`src/rtl/rf_wb_pkg.sv`:
```
// Shared types and widths for the register-file write-back arbiter.
package rf_wb_pkg;
  localparam int XLEN   = 32;
  localparam int REG_AW = 5;

  typedef struct packed {
    logic [REG_AW-1:0] rd;
    logic [XLEN-1:0]   data;
  } wb_req_t;
endpackage

```
`src/rtl/rf_wb_fifo.sv`:
```
// Synchronous FIFO of write-back requests. Besides the head it exposes a
// per-entry valid/rd view so the top level can answer hazard lookups.
module rf_wb_fifo
  import rf_wb_pkg::*;
#(
  parameter int DEPTH = 4
) (
  input  logic                          clk,
  input  logic                          reset,
  input  logic                          push,
  input  wb_req_t                       din,
  input  logic                          pop,
  output wb_req_t                       head,
  output logic [$clog2(DEPTH):0]        count,
  output logic [DEPTH-1:0]              ent_valid,
  output logic [DEPTH-1:0][REG_AW-1:0]  ent_rd
);
  localparam int AW = $clog2(DEPTH);
  localparam int CW = AW + 1;

  wb_req_t          mem [DEPTH];
  logic [AW-1:0]    rptr, wptr;
  logic [DEPTH-1:0] vld;

  // Pointers, occupancy and per-entry valid bits; pushes never target a
  // live entry because the producer is blocked when full.
  always_ff @(posedge clk) begin
    if (reset) begin
      rptr  <= '0;
      wptr  <= '0;
      count <= '0;
      vld   <= '0;
    end else begin
      if (push) begin
        vld[wptr] <= 1'b1;
        wptr      <= wptr + AW'(1);
      end
      if (pop) begin
        vld[rptr] <= 1'b0;
        rptr      <= rptr + AW'(1);
      end
      count <= count + CW'(push) - CW'(pop);
    end
  end

  // Payload storage needs no reset; validity is tracked separately.
  always_ff @(posedge clk) begin
    if (push) mem[wptr] <= din;
  end

  assign head      = mem[rptr];
  assign ent_valid = vld;

  for (genvar i = 0; i < DEPTH; i++) begin : g_ent
    assign ent_rd[i] = mem[i].rd;
  end
endmodule

```
`src/rtl/rf_wb_arbiter.sv`:
```
// Write-back arbiter owning the register-file write port. Source A (ALU)
// always wins; source B (load/mul) is queued in rf_wb_fifo and drained when
// A is idle. Optional macro RF_WB_BYPASS_EN lets a B request skip an empty
// FIFO and be written on the next edge.
module rf_wb_arbiter
  import rf_wb_pkg::*;
#(
  parameter int DEPTH = 4
) (
  input  logic                   clk,
  input  logic                   reset,
  input  logic                   a_valid,
  input  logic [4:0]             a_rd,
  input  logic [31:0]            a_data,
  input  logic                   b_valid,
  output logic                   b_ready,
  input  logic [4:0]             b_rd,
  input  logic [31:0]            b_data,
  output logic                   rf_we,
  output logic [4:0]             rf_a3,
  output logic [31:0]            rf_wd3,
  input  logic [4:0]             q_rd,
  output logic                   q_pending,
  output logic [$clog2(DEPTH):0] fifo_count
);
  localparam int CW = $clog2(DEPTH) + 1;
  localparam logic [CW-1:0] FULL = CW'(DEPTH);

  wb_req_t                      b_req, head;
  logic                         a_sel, b_fire, b_keep, empty, pop, push, byp;
  logic [DEPTH-1:0]             ent_valid;
  logic [DEPTH-1:0][REG_AW-1:0] ent_rd;

  assign b_req   = '{rd: b_rd, data: b_data};
  assign b_ready = !reset && (fifo_count < FULL);
  assign b_fire  = b_valid && b_ready;
  assign b_keep  = b_fire && (b_rd != '0);
  assign a_sel   = a_valid && (a_rd != '0);
  assign empty   = (fifo_count == '0);
  assign pop     = !a_sel && !empty;
`ifdef RF_WB_BYPASS_EN
  assign byp     = b_keep && empty && !a_sel;
`else
  assign byp     = 1'b0;
`endif
  assign push    = b_keep && !byp;

  rf_wb_fifo #(.DEPTH(DEPTH)) u_fifo (
    .clk       (clk),
    .reset     (reset),
    .push      (push),
    .din       (b_req),
    .pop       (pop),
    .head      (head),
    .count     (fifo_count),
    .ent_valid (ent_valid),
    .ent_rd    (ent_rd)
  );

  // Hazard lookup over queued entries only; x0 never reports pending.
  always_comb begin
    q_pending = 1'b0;
    for (int i = 0; i < DEPTH; i++)
      if (ent_valid[i] && ent_rd[i] == q_rd) q_pending = 1'b1;
    if (q_rd == '0) q_pending = 1'b0;
  end

  // Registered write port: A, then FIFO head, then bypassed B; address and
  // data hold when no write is selected.
  always_ff @(posedge clk) begin
    if (reset) begin
      rf_we  <= 1'b0;
      rf_a3  <= '0;
      rf_wd3 <= '0;
    end else if (a_sel) begin
      rf_we  <= 1'b1;
      rf_a3  <= a_rd;
      rf_wd3 <= a_data;
    end else if (pop) begin
      rf_we  <= 1'b1;
      rf_a3  <= head.rd;
      rf_wd3 <= head.data;
    end else if (byp) begin
      rf_we  <= 1'b1;
      rf_a3  <= b_rd;
      rf_wd3 <= b_data;
    end else begin
      rf_we  <= 1'b0;
    end
  end
endmodule

```
`config.mk`:
```
export PLATFORM = sky130hd
export DESIGN_NAME = rf_wb_arbiter
export DESIGN_NICKNAME = d
export VERILOG_FILES = /design/src/rtl/rf_wb_pkg.sv /design/src/rtl/rf_wb_fifo.sv /design/src/rtl/rf_wb_arbiter.sv
export SDC_FILE = /design/constraint.sdc
export NUM_CORES = 1
export LEC_CHECK = 0
export CELL_PAD_IN_SITES_DETAIL_PLACEMENT = 1
export CELL_PAD_IN_SITES_GLOBAL_PLACEMENT = 1
export CORE_ASPECT_RATIO = 2
export CORE_MARGIN = 8
export CORE_UTILIZATION = 48
export DETAILED_ROUTE_END_ITERATION = 10
export GPL_TIMING_DRIVEN = 0
export PLACE_DENSITY = 0.93
export REMOVE_ABC_BUFFERS = 1
export SKIP_LAST_GASP = 1
export SYNTH_ARGS = -nofsm -noshare
export SYNTH_HDL_FRONTEND = slang
export SYNTH_SLANG_ARGS = --single-unit
```
`constraint.sdc`:
```
create_clock -name clk -period 3.5 [get_ports clk]
set_input_delay 0.35 -clock clk [delete_from_list [all_inputs] [get_ports clk]]
set_output_delay 0.35 -clock clk [all_outputs]
set_load 0.005 [all_outputs]
```
==> results.py <==
metrics = {
    "sta": {
        "fmax_mhz": 358,
        "worstMarginPinSlew_ns": 0.962,
        "fin_crit_ns": 2.79,
        "finClkSkew_ns": 0.00827,
        "rsz0062_at_grt": "false",
        "slew-limit-headroom": 0.357,
        "worst_slack_ns": 0.710,
        "setup_viol": 0,
        "slew_violations": 0,
        "hold_viol_final": 0,
        "min_period_over_period": 0.797,
    },
    "synthesis": {
        "ys.flop_type": "edfxtp_1",
        "synth.avg_cell_area_sq_um": 15.7,
        "ys_warn_count": 0,
        "seq_area_frac_synth": 0.690,
        "synthCells": 505,
        "syn_area_sq_um": 7920,
        "asyncSetResetFlopFracSynth": 0,
        "ys_ff_latch": 199,
        "yosysUniqueCellTypes": 34,
        "synth_edf_count": 148,
    },
    "global_route": {
        "grtUsageTotal": 0.207,
        "grt_first_pass_wirelength_microns": 32200,
        "antenna_found_initial": 2,
        "grt_max_degree": 39,
        "gr-total-overflow": 0,
        "grt_pass1_vias": 5608,
    },
    "place": {
        "dp_hpwl_microns": 14500,
        "place_area_sq_um": 9510,
        "dp_cells": 811,
        "port_buffers": 125,
        "place.gp.congestion": 0.840,
        "place_ws_ns": 0.359,
    },
    "critical_path": {
        "cp_slowest_cell": "nor3_4",
        "crit_chain": "nor3_4 -> nor2_2 -> ha_1 -> inv_1 -> ha_1 -> inv_1 -> fa_1 -> xnor2_1 -> nor2_1",
        "start_kind": "register",
        "critPathCaptureType": "register",
        "path_delay_family": "simple AND/OR/NAND/NOR gates",
        "worstSetupPathType": "register to register",
        "worstPathArrival_ns": 3.12,
        "cpPeakStageDelay_ns": 0.80,
        "cp_max_fo": 18,
        "path_buf_inv": 2,
        "cp.required_ns": 3.83,
    },
    "job": {
        "drv_cap": 0,
    },
    "die": {
        "num_rows": 66,
        "coreArea_sq_um": 16200,
        "die_area_sq_um": 21100,
        "ioPinCount": 126,
        "fp.dieH_microns": 198,
        "chipWidth_microns": 107,
        "start_util": 0.489,
    },
    "clock_network": {
        "root_buffer": "clkbuf_16",
        "clk_latency_ns": 0.44,
        "cts_tree": "yes",
        "cts_buffer_depth": 2,
        "cts_setup_buffers": 0,
        "cts_hold_buf": 0,
        "htree_levels": 4,
        "cts_buffers": 17,
        "clkTransAtPathRegs_ns": 0.08,
        "cts.repair.resized": 0,
        "clkSinkCount": 199,
    },
    "worst_hold_path": {
        "hold_class": "input port to register",
    },
    "drt": {
        "wirelength_microns": 21300,
        "drt_iter0_markers": 227,
        "drc": 0,
        "final_antenna_net_count": 0,
        "drt_pass1_iterations": 4,
        "num_vias": 4844,
        "vias_per_cell": 5.73,
        "wl_per_cell_microns": 25.1,
    },
    "power_and_ir_drop": {
        "pwr-share-seq": 0.444,
        "cellLeakagePower_nw": 3.38,
        "internal-power_mw": 4.71,
        "vdd_drop_max_uv": 391,
        "p_sw_frac": 0.292,
        "clkPwrFrac": 0.314,
        "p_comb_frac": 0.242,
        "p_per_area_nw_per_um2": 656,
        "switchingPower_mw": 1.95,
    },
    "final_layout": {
        "fin_cells": 846,
        "fill_cells": 1517,
        "utilization": 0.627,
        "syn2layout_area_growth_pct": 28.1,
        "drive_above_1_share": 0.153,
        "nets": 720,
        "fin_area_sq_um": 10100,
    },
    "status": {
        "outcome": "completed",
    },
}
==> logic make-up (layout without fill, tap and decap cells) <==
| logic type | after synthesis | in the layout | share of synthesized area |
|---|---|---|---|
| DFF | 199 | 199 | 0.690 |
| and+or+nand+nor | 138 | 138 | 0.0719 |
| AOI/OAI and AO/OA | 52 | 52 | 0.0616 |
| buffers and inverters | 41 | 175 | 0.0223 |
| muxes | 40 | 40 | 0.109 |
| xor gates and xnor gates | 24 | 24 | 0.0265 |
| adders and majority gates | 11 | 11 | 0.0183 |
| other | 0 | 3 | 0 |
==> final timing paths <==
check | from | end | slack (ns) | cells past startpoint
min reg2reg | rf_a3[3] | rf_a3[3] | 0.49 | 2
max reg2reg | u_fifo.count[1] | u_fifo.count[2] | 0.71 | 9
min | reset | rf_wd3[3] | 0.37 | 2
max | u_fifo.count[1] | u_fifo.count[2] | 0.71 | 9
==> stage by stage <==
| stage | total power, mW | TNS, ns | hold slack (ns) |
|---|---|---|---|
| 2_1_floorplan | 3.82 | 0 | 0.418 |
| 3_3_place_gp | 4.48 | -293.74 | 0.468 |
| 3_5_place_dp | 4.64 | 0 | 0.471 |
| 4_1_cts | 6.73 | 0 | 0.359 |
| 5_1_grt | 6.91 | 0 | 0.388 |
| 6_report | 6.66 | 0 | 0.372 |
==> placed cells by master, fill, tap and decap left out, types with 2 or more instances in the layout <==
cell               n
a211oi_1           4
ha_1              10
xnor2_1            7
a311oi_2           8
clkinv_4           4
inv_1              7
diode_2            3
xor2_1            17
buf_16             5
mux2i_1            3
nor4_1             4
nand2_1           73
edfxtp_1         148
dfxtp_1           49
inv_6              4
a311oi_1          27
inv_8              2
nor2b_1            2
bufinv_16          3
buf_12             2
o31ai_1            2
clkbuf_16         17
a21oi_1            8
mux4_2            37
buf_6              3
clkdlybuf4s50_1  124
nor2_1            44
nand3_1            4
and2_2             4
==> area by class of cell <==
type                    count  area [sq um]  share of cell area
flip-flops and latches    199          5470               0.539
multi-input cells         265          2290               0.226
repair buffers            136          1470               0.145
clock buffers              19           443              0.0437
well taps                 204           255              0.0252
clock inverters            13           183              0.0180
inverters                   7          26.3             0.00259
diodes                      3          7.51            0.000740
==> state kept, by name, indices dropped and copies added, names as in the netlist, named ones only <==
signal,cells
u_fifo.rptr,2
rf_a3,5
rf_wd3,32
rf_we,1
u_fifo.ent_valid,4
u_fifo.wptr,2
u_fifo.count,3
u_fifo.mem,148
==> Yosys cell counts, types with 8 or more instances <==
master | number | area share
a21oi_1 | 8 | 0.0051
a311oi_2 | 8 | 0.015
a311oi_1 | 27 | 0.030
mux4_2 | 37 | 0.11
dfxtp_1 | 51 | 0.13
buf_2 | 9 | 0.0057
xor2_1 | 17 | 0.019
clkbuf_1 | 19 | 0.0090
edfxtp_1 | 148 | 0.56
nor2_1 | 44 | 0.021
nand2_1 | 73 | 0.035
ha_1 | 10 | 0.016
==> per-layer routing <==
metal | global-route usage | wire length [microns] | up-vias
met5 | 0 | 0 | -
met4 | 0.128 | 948 | 0
met3 | 0.0408 | 850 | 60
met2 | 0.388 | 12200 | 168
met1 | 0.200 | 7220 | 2454
li1 | - | - | 2162
==> power groups by stage <==
stage	Combinational (mW)	Clock, mW	Sequential, mW
floorplan	0.863	0	2.96
global placement	1.47	0	3.01
detailed placement	1.63	0	3.01
CTS	1.65	2.11	2.97
global route	1.74	2.18	2.99
finish	1.61	2.09	2.96
(Power assumes the default switching activity.)
